[src/rtl/cw305_heep_prog_bridge_pkg.sv]
// rtl/cw305_heep_prog_bridge_pkg.sv - shared status bit indices and OBI word helpers
package cw305_heep_prog_bridge_pkg;

    localparam int STATUS_PROG_EN     = 0;
    localparam int STATUS_INSTR_VALID = 1;
    localparam int STATUS_ADDR_VALID  = 2;

    localparam int          WORD_BYTES = 4;
    localparam logic [3:0]  OBI_BE_ALL = 4'hF;

    function automatic logic is_misaligned(input logic [1:0] addr_lsbs);
        return addr_lsbs != 2'b00;
    endfunction

endpackage

[src/rtl/cw305_heep_prog_bridge.sv]
// rtl/cw305_heep_prog_bridge.sv - USB register to X-HEEP OBI programming bridge
module cw305_heep_prog_bridge
    import cw305_heep_prog_bridge_pkg::*;
#(
    parameter int pINSTR_WIDTH = 32,
    parameter int pCNT_WIDTH   = 16
) (
    input  logic                    usb_clk,
    input  logic                    reset_i,
    input  logic [7:0]              I_status,
    input  logic [pINSTR_WIDTH-1:0] I_instruction,
    input  logic [pINSTR_WIDTH-1:0] I_address,
    output logic                    O_reset_instr_valid,
    output logic                    O_reset_new_addr_valid,
    output logic                    O_obi_req,
    input  logic                    I_obi_gnt,
    output logic [pINSTR_WIDTH-1:0] O_obi_addr,
    output logic                    O_obi_we,
    output logic [3:0]              O_obi_be,
    output logic [pINSTR_WIDTH-1:0] O_obi_wdata,
    input  logic                    I_obi_rvalid,
    output logic                    O_busy,
    output logic [pCNT_WIDTH-1:0]   O_word_count,
    output logic                    O_error
);

    localparam logic [2:0] IDLE           = 3'd0;
    localparam logic [2:0] LOAD_ADDR      = 3'd1;
    localparam logic [2:0] REQ            = 3'd2;
    localparam logic [2:0] RESP           = 3'd3;
    localparam logic [2:0] CLR_INSTR      = 3'd4;
    localparam logic [2:0] WAIT_ADDR_LOW  = 3'd5;
    localparam logic [2:0] WAIT_INSTR_LOW = 3'd6;

    logic [2:0]              state;
    logic [pINSTR_WIDTH-1:0] pointer;
    logic [pINSTR_WIDTH-1:0] wdata_q;
    logic [pCNT_WIDTH-1:0]   word_count;
    logic                    error;

    logic prog_en;
    logic instr_valid;
    logic addr_valid;
    logic unused_status;

    assign prog_en       = I_status[STATUS_PROG_EN];
    assign instr_valid   = I_status[STATUS_INSTR_VALID];
    assign addr_valid    = I_status[STATUS_ADDR_VALID];
    assign unused_status = ^I_status[7:3];

    always_ff @(posedge usb_clk) begin
        if (reset_i) begin
            state      <= IDLE;
            pointer    <= '0;
            wdata_q    <= '0;
            word_count <= '0;
            error      <= 1'b0;
        end else begin
            case (state)
                // prog_enable gates only new work; in-flight writes run to completion
                IDLE: begin
                    if (prog_en) begin
                        if (addr_valid) begin
                            state <= LOAD_ADDR;
                        end else if (instr_valid) begin
                            wdata_q <= I_instruction;
                            state   <= REQ;
                        end
                    end
                end
                LOAD_ADDR: begin
                    pointer    <= {I_address[pINSTR_WIDTH-1:2], 2'b00};
                    error      <= error | is_misaligned(I_address[1:0]);
                    word_count <= '0;
                    state      <= WAIT_ADDR_LOW;
                end
                // hold off until the register block has dropped the flag, else it reloads
                WAIT_ADDR_LOW: begin
                    if (!addr_valid) begin
                        state <= IDLE;
                    end
                end
                REQ: begin
                    if (I_obi_gnt) begin
                        state <= RESP;
                    end
                end
                RESP: begin
                    if (I_obi_rvalid) begin
                        pointer    <= pointer + pINSTR_WIDTH'(WORD_BYTES);
                        word_count <= word_count + 1'b1;
                        state      <= CLR_INSTR;
                    end
                end
                CLR_INSTR: begin
                    state <= WAIT_INSTR_LOW;
                end
                WAIT_INSTR_LOW: begin
                    if (!instr_valid) begin
                        state <= IDLE;
                    end
                end
                default: begin
                    state <= IDLE;
                end
            endcase
        end
    end

    // bus fields read as zero outside a request so reset and idle look identical
    always_comb begin
        O_obi_req              = (state == REQ);
        O_obi_we               = O_obi_req;
        O_obi_be               = O_obi_req ? OBI_BE_ALL : 4'h0;
        O_obi_addr             = O_obi_req ? pointer : '0;
        O_obi_wdata            = O_obi_req ? wdata_q : '0;
        O_reset_instr_valid    = (state != CLR_INSTR);
        O_reset_new_addr_valid = (state != LOAD_ADDR);
        O_busy                 = (state != IDLE);
        O_word_count           = word_count;
        O_error                = error;
    end

endmodule

[config.mk]
export PLATFORM = sky130hd
export DESIGN_NAME = cw305_heep_prog_bridge
export DESIGN_NICKNAME = d
export VERILOG_FILES = /design/src/rtl/cw305_heep_prog_bridge_pkg.sv /design/src/rtl/cw305_heep_prog_bridge.sv
export SDC_FILE = /design/constraint.sdc
export NUM_CORES = 1
export LEC_CHECK = 0
export CORE_UTILIZATION = 45
export CTS_CLUSTER_SIZE = 10
export DETAILED_ROUTE_END_ITERATION = 12
export GPL_ROUTABILITY_DRIVEN = 0
export PLACE_DENSITY = 0.81
export SYNTH_ARGS = -nofsm -noshare
export SYNTH_HDL_FRONTEND = slang
export SYNTH_SLANG_ARGS = --single-unit
export TNS_END_PERCENT = 5
[constraint.sdc]
create_clock -name usb_clk -period 2.1 [get_ports usb_clk]
set_input_delay 0.42 -clock usb_clk [delete_from_list [all_inputs] [get_ports usb_clk]]
set_output_delay 0.42 -clock usb_clk [all_outputs]
set_load 0.01 [all_outputs]
==> metrics.txt, run 1 <==
Yosys cell types 66; Synth Area in Simple Gates 33.5%; largest net degree at the start of global routing 36; TritonCTS Buffers 9; Required @ worst endpoint roughly 1.7 ns; post-synthesis register bit count 82; hold buffers post-CTS 0; GR Layer Usage met2 44.5%; Worst Max-Slew Pin Slew approximately 0.55 ns; status finished clean; post-synthesis cell count 585; Die Ht between 100 and 150 microns; register area share after synthesis 36.2%; Slew Viols, Final 0; Clk Latency, worst-skew pair 0.36 ns; IO Port Bufs approximately 160; vias per cell 5.48; DRT iter0 DRCs 273; largest family of logic cells by synthesized area simple AND/OR/NAND/NOR gates; # fillers 861; n_diodes 0; mux cell area share after synthesis ~1.6%; total chip power 5850 uW; die area about 10,000 sq um; Final HPWL DP 9.78 mm; CTS Sinks 82; crit path time final 2.06 ns; via count 4,831; Leakage 0.00242 uW; TritonCTS clock tree built; CP endpoint kind primary output; post-route ant nets 0; fmax 0.485 GHz; RSZ-0062 raised after global routing true; Finished Cell Area ~6400 sq um; Peak VDD IR 0.000680 V; fin nets 822; Post-synth EDFFs 0; Netlist Area Pre-Place 4540 sq um; Detailed Route WL 13.4 mm; startpoint types flip-flop; final setup violating endpoints 0; DRC 0; met3 Use GR between 8 and 9%; YS warnings 0; chip width 102 microns; CTS root buf clkbuf_8; Initial Util roughly 46%; Max-Cap Viols 0; GR Overflow Total 0; Worst Hold Class in -> reg; Max clock buf depth 2; crit path max fanout 17; syn avg cell area between 7 and 8 sq um; Final Skew ~0.011 ns; area grow syn2layout 40.4%; Core Rows 36; initial antenna violation count 0; critical path class reg -> out; crit path DAT 1.64 ns; post-synthesis xor/xnor area fraction 3.28%; first-pass GRT wire length 22.1 mm; Tcrit/Tclk final a little over nine tenths; placed instance area 6350 sq um; drt first pass iters 5; clock slew at reported path FFs 0.09 ns; slew margin rel. ~63%; htree depth 3; wire per inst 15.2 microns; core area 9770 sq um; share of layout cells above drive strength 1 17.9%; GRT Util Overall between 20% and 30%; GR Layer Usage met1 32.2%; Post-synth ARST share 0%; # IOs 166; layer with the highest usage met2; post-synthesis adder-cell area fraction less than 1%; vias in the first global route 4,657; Reg2Reg Depth 6; Synth Area in Compound Gates between 10% and 20%; ys flop type dfxtp_1; Worst Hold Path Cells 2; P per Cell Area 918 nW/um^2; Hold Vio Cnt, Final 0
metrics by stage:
step	std cells	util (%)	setup WS, ns	hold WS [ns]	setup TNS (ns)
floorplan	586	-	0.183	0.432	0
global placement	861	64.9	0.0793	0.437	0
detailed placement	861	64.9	0.0577	0.442	0
CTS	882	67.6	0.000250	0.313	0
global route	882	65.2	-0.0554	0.332	-0.0792
finish	882	65.2	0.0401	0.320	0
what timing repair did:
item	in CTS	in global routing
pin swaps	1	1
resized for setup	108	79
endpoints found under the setup margin	70	62
gates cloned	1	0
buffers inserted	4	0
layout by cell type (no fill, tap or decap), types with 4 or more instances in the layout:
| cell type | instances |
|---|---|
| a211oi_1 | 6 |
| nor4_1 | 4 |
| buf_12 | 4 |
| xor2_1 | 8 |
| nor3_1 | 13 |
| a22oi_1 | 13 |
| dlygate4sd2_1 | 13 |
| inv_1 | 7 |
| nand2_1 | 94 |
| xnor2_1 | 9 |
| clkbuf_8 | 11 |
| nand3_1 | 16 |
| nor2b_1 | 4 |
| o22ai_1 | 9 |
| a21oi_1 | 52 |
| nor2_1 | 42 |
| clkdlybuf4s50_1 | 87 |
| o21ai_1 | 5 |
| and2_1 | 61 |
| mux2i_1 | 5 |
| buf_4 | 31 |
| nand2b_1 | 7 |
| o21ai_0 | 11 |
| nand4_1 | 11 |
| clkbuf_2 | 53 |
| dfxtp_1 | 82 |
per-layer routing:
layer	vias up	wire length (microns)	part of all wire [%]
li1	2356	-	-
met1	2246	5400	40
met2	204	6390	48
met3	25	1330	9.9
met4	0	319	2.4
met5	-	0	0
synthesized netlist by cell type (all sizes together), types with 2 or more instances:
master,count,area share (%)
nand4,13,2.1
xor2,8,1.5
a21o,3,0.50
nor3,17,2.3
ha,2,0.55
nor3b,2,0.33
nor2b,4,0.55
clkbuf,24,2.0
nor4,7,1.4
a31oi,3,0.41
inv,10,0.83
a32o,2,0.44
buf,24,3.3
o221ai,3,0.58
xnor2,9,1.7
nor2,44,3.7
and4b,2,0.44
nand3,19,2.6
a21oi,52,5.7
and4,2,0.39
a221oi,2,0.39
a22oi,13,2.2
o32ai,3,0.58
and3,2,0.28
a2bb2oi,3,0.58
and2,61,8.4
mux2,2,0.50
a211oi,8,1.5
or3,5,0.91
o21bai,2,0.33
a22o,2,0.39
o22ai,9,1.2
o21ai,16,1.8
nand2b,7,0.97
dfxtp,82,36
nand3b,2,0.33
nand2,95,7.9
a311oi,3,0.58
mux2i,5,1.1
worst max-delay path, cell delays in order (launching register included):
cell and delay (ns):
dfxtp_1 0.35, buf_4 0.23, inv_2 0.08, nand3_1 0.08
clkdlybuf4s50_1 0.54
state kept, by name, indices dropped and copies added, names as in the netlist:
register      cells
wdata_q          32
O_error           1
pointer          30
state             3
O_word_count     16
final timing paths:
path,start,to,slack (ns)
setup / recovery,state[1],O_reset_instr_valid,0.04
hold / removal,reset_i,pointer[20],0.32
setup reg to reg,pointer[3],pointer[24],0.12
hold reg to reg,wdata_q[27],wdata_q[27],0.45
logic make-up after synthesis:
family                     Yosys count
buffers and inverters               58
xor gates and xnor gates            17
other                                1
DFF                                 82
muxes                                7
AOI/OAI and AO/OA                  132
adders and majority gates            2
and+or+nand+nor                    286
power by group:
group / leakage, uW / internal, uW / switching, uW
Clock: 0.000116 / 741 / 613
Sequential: 0.000666 / 1800 / 289
Combinational: 0.00164 / 1130 / 1270
area by class of cell:
cell class / count / area (sq um) / share of cell area, %
well taps: 133 / 166 / 2.61
clock inverters: 5 / 85.1 / 1.34
inverters: 10 / 37.5 / 0.589
flip-flops and latches: 82 / 1640 / 25.8
repair buffers: 195 / 1650 / 25.9
multi-input cells: 446 / 2640 / 41.4
clock buffers: 11 / 151 / 2.38
(Power assumes the default switching activity.)
==> inputs of run 2 (changes only) <==
--- a/config.mk
+++ b/config.mk
@@ -5,11 +5,13 @@
 export SDC_FILE = /design/constraint.sdc
 export NUM_CORES = 1
 export LEC_CHECK = 0
-export CORE_UTILIZATION = 45
+export CELL_PAD_IN_SITES_DETAIL_PLACEMENT = 1
+export CELL_PAD_IN_SITES_GLOBAL_PLACEMENT = 2
+export CORE_UTILIZATION = 24
 export CTS_CLUSTER_SIZE = 10
 export DETAILED_ROUTE_END_ITERATION = 12
 export GPL_ROUTABILITY_DRIVEN = 0
-export PLACE_DENSITY = 0.81
+export PLACE_DENSITY_LB_ADDON = 0.1
 export SYNTH_ARGS = -nofsm -noshare
 export SYNTH_HDL_FRONTEND = slang
 export SYNTH_SLANG_ARGS = --single-unit
==> run 2 against run 1 <==
Effect of this change: sequential share of layout area down 0.99 points; largest cell class unchanged; die area up 86%; worst setup slack better by 0.021 ns; total power up 6.1%; combinational power up 8%; via count down 2.0%.
==> metrics.txt, run 2 (synthesis results as in run 1) <==
status finished clean; DRT iter0 DRCs 166; RSZ-0062 raised after global routing true; wire per inst ~17 microns; leading cell types in the layout, fill and taps excluded nand2_1 (95), clkdlybuf4s50_1 (87), dfxtp_1 (80); post-route ant nets 0; IO Port Bufs 158; Max-Cap Viols 0; startpoint types flip-flop; TritonCTS clock tree built; Core Rows 49; drt first pass iters 4; area grow syn2layout 46.3%; dpl cells slightly below 1,000; Clk Latency, worst-skew pair 0.34 ns; # fillers 2,210; register name with the most flops wdata_q; CP endpoint kind primary output; largest net degree at the start of global routing 48; slowest CP cell dfxtp_1; core area ~18,000 sq um; Initial Util 24.8%; HP Start reset_i; Seq. cell area 1640 sq um; multi-input combinational cell area 2650 sq um; vias per cell ~4.8; Required @ worst endpoint 1.68 ns; hold buffers post-CTS 0; Finished Cell Area between 6000 and 7000 sq um; RR Endpoint pointer[24]; GRT Util Overall 17.7%; via count 4,732; most common cell after layout, fill and taps aside nand2_1; crit path max fanout 19; P per Cell Area 935 nW/um^2; TritonCTS Buffers 9; Detailed Route WL 16.8 mm; slew margin rel. 59.9%; Largest delay share family, worst path buffers and inverters; Worst Max-Slew Pin Slew 0.601 ns; Crit path buffers/inverters 4; critical path class reg -> out; vias in the first global route between 4,000 and 5,000; fmax around 0.49 GHz; Flop pwr share 33.8%; initial antenna violation count 1; Slew Viols, Final 0; Hold Vio Cnt, Final 0; Comb power frac 41.6%; clock slew at reported path FFs 0.06 ns; CTS root buf clkbuf_16; Max clock buf depth 2; Final Skew slightly below 0.01 ns; Critical R2R Launch pointer[14]; Critical Path Max Stage Delay between 0.3 and 0.4 ns; Tcrit/Tclk final 97.1%; Reg2Reg Depth 5; register-to-register setup slack roughly 0.10 ns; max FFs per register 32; fin util 36.3%; n_diodes 0; Hold Crit Endpoint O_word_count[1]; crit path DAT ~1.6 ns; placed instance area 6550 sq um; DRC 0; fin nets 828; Cell Chain, Critical Path inv_2, nand2_1, nor2_4, buf_6, buf_16, and2_1, dlygate4sd2_1; Final HPWL DP around 12 mm; GR Overflow Total 0; die area 19,500 sq um; Worst Hold Class in -> reg; # IOs between 150 and 200; Finished Layout Cells 984; Leakage 0.00252 uW; crit path time final 2.04 ns; CTS Sinks between 80 and 90; share of layout cells above drive strength 1 between 10% and 20%; final setup violating endpoints 0; Peak VDD IR 0.000426 V; htree depth 3; clock power share approximately 25%; Die Ht about 140 microns; Power Internal 3830 uW; switching power ~2400 uW; chip width about 140 microns; Worst Hold Path Cells 2; first-pass GRT wire length 27.0 mm; switching part of the total power 38.3%
[run 2: repair_timing]
item                                    CTS  global route
endpoints found under the setup margin   70            62
pin swaps                                 1             1
hold endpoints to repair                  0             0
gates cloned                              1             0
gates resized for setup                  92            89
buffers inserted                          2             0
[run 2: how the worst max path moves through the flow]
stage / startpoint / endpoint / slack (ns) / cells after the start
2_1_floorplan: state[2] / O_obi_wdata[22] / 0.18 / 6
3_3_place_gp: I_obi_rvalid / O_word_count[14] / 0.05 / 7
3_5_place_dp: I_obi_rvalid / O_word_count[14] / 0.003 / 7
4_1_cts: state[2] / O_obi_addr[31] / -0.27 / 7
5_1_grt: state[2] / O_obi_addr[29] / -0.05 / 7
6_report: state[2] / O_obi_addr[29] / 0.06 / 7
[run 2: worst reg2reg max path, stage by stage (launching register included)]
cell and delay (ns):
dfxtp_1 0.49, nand4_2 0.20, or3_4 0.46, nor3_2 0.29, a211oi_1 0.13, a311o_1 0.32
[run 2: per-stage QoR]
step | worst slack (ns) | power, uW | hold WS, ns | TNS, ns
floorplan | 0.183 | 3500 | 0.432 | 0
global placement | 0.0454 | 4630 | 0.437 | 0
detailed placement | 0.00316 | 4690 | 0.443 | 0
CTS | -0.265 | 6310 | 0.411 | -0.370
global route | -0.0503 | 6640 | 0.443 | -0.200
finish | 0.0609 | 6210 | 0.423 | 0
[run 2: routing by layer]
layer | track usage [%] | vias up | wire, microns | share of wire, %
met5 | 0 | - | 0 | 0
met4 | 5.20 | 0 | 264 | 1.6
met3 | 6.23 | 18 | 1180 | 7.0
met2 | 28.8 | 112 | 7730 | 46
met1 | 22.0 | 2243 | 7580 | 45
li1 | - | 2359 | - | -
[run 2: cell type report]
type,instances,area share [%]
Timing Repair Buffer,201,26.4
Tap cell,229,4.32
Clock inverter,4,0.415
Sequential cell,82,24.8
Clock buffer,12,3.71
Inverter,10,0.566
Multi-Input combinational cell,446,39.9
[run 2: power groups by stage]
stage               Combinational (uW)  Sequential (uW)  Clock [uW]
floorplan                         1460             2040           0
detailed placement                2570             2130           0
global route                      2860             2140        1650
finish                            2580             2100        1520
CTS                               2640             2100        1580
global placement                  2510             2110           0
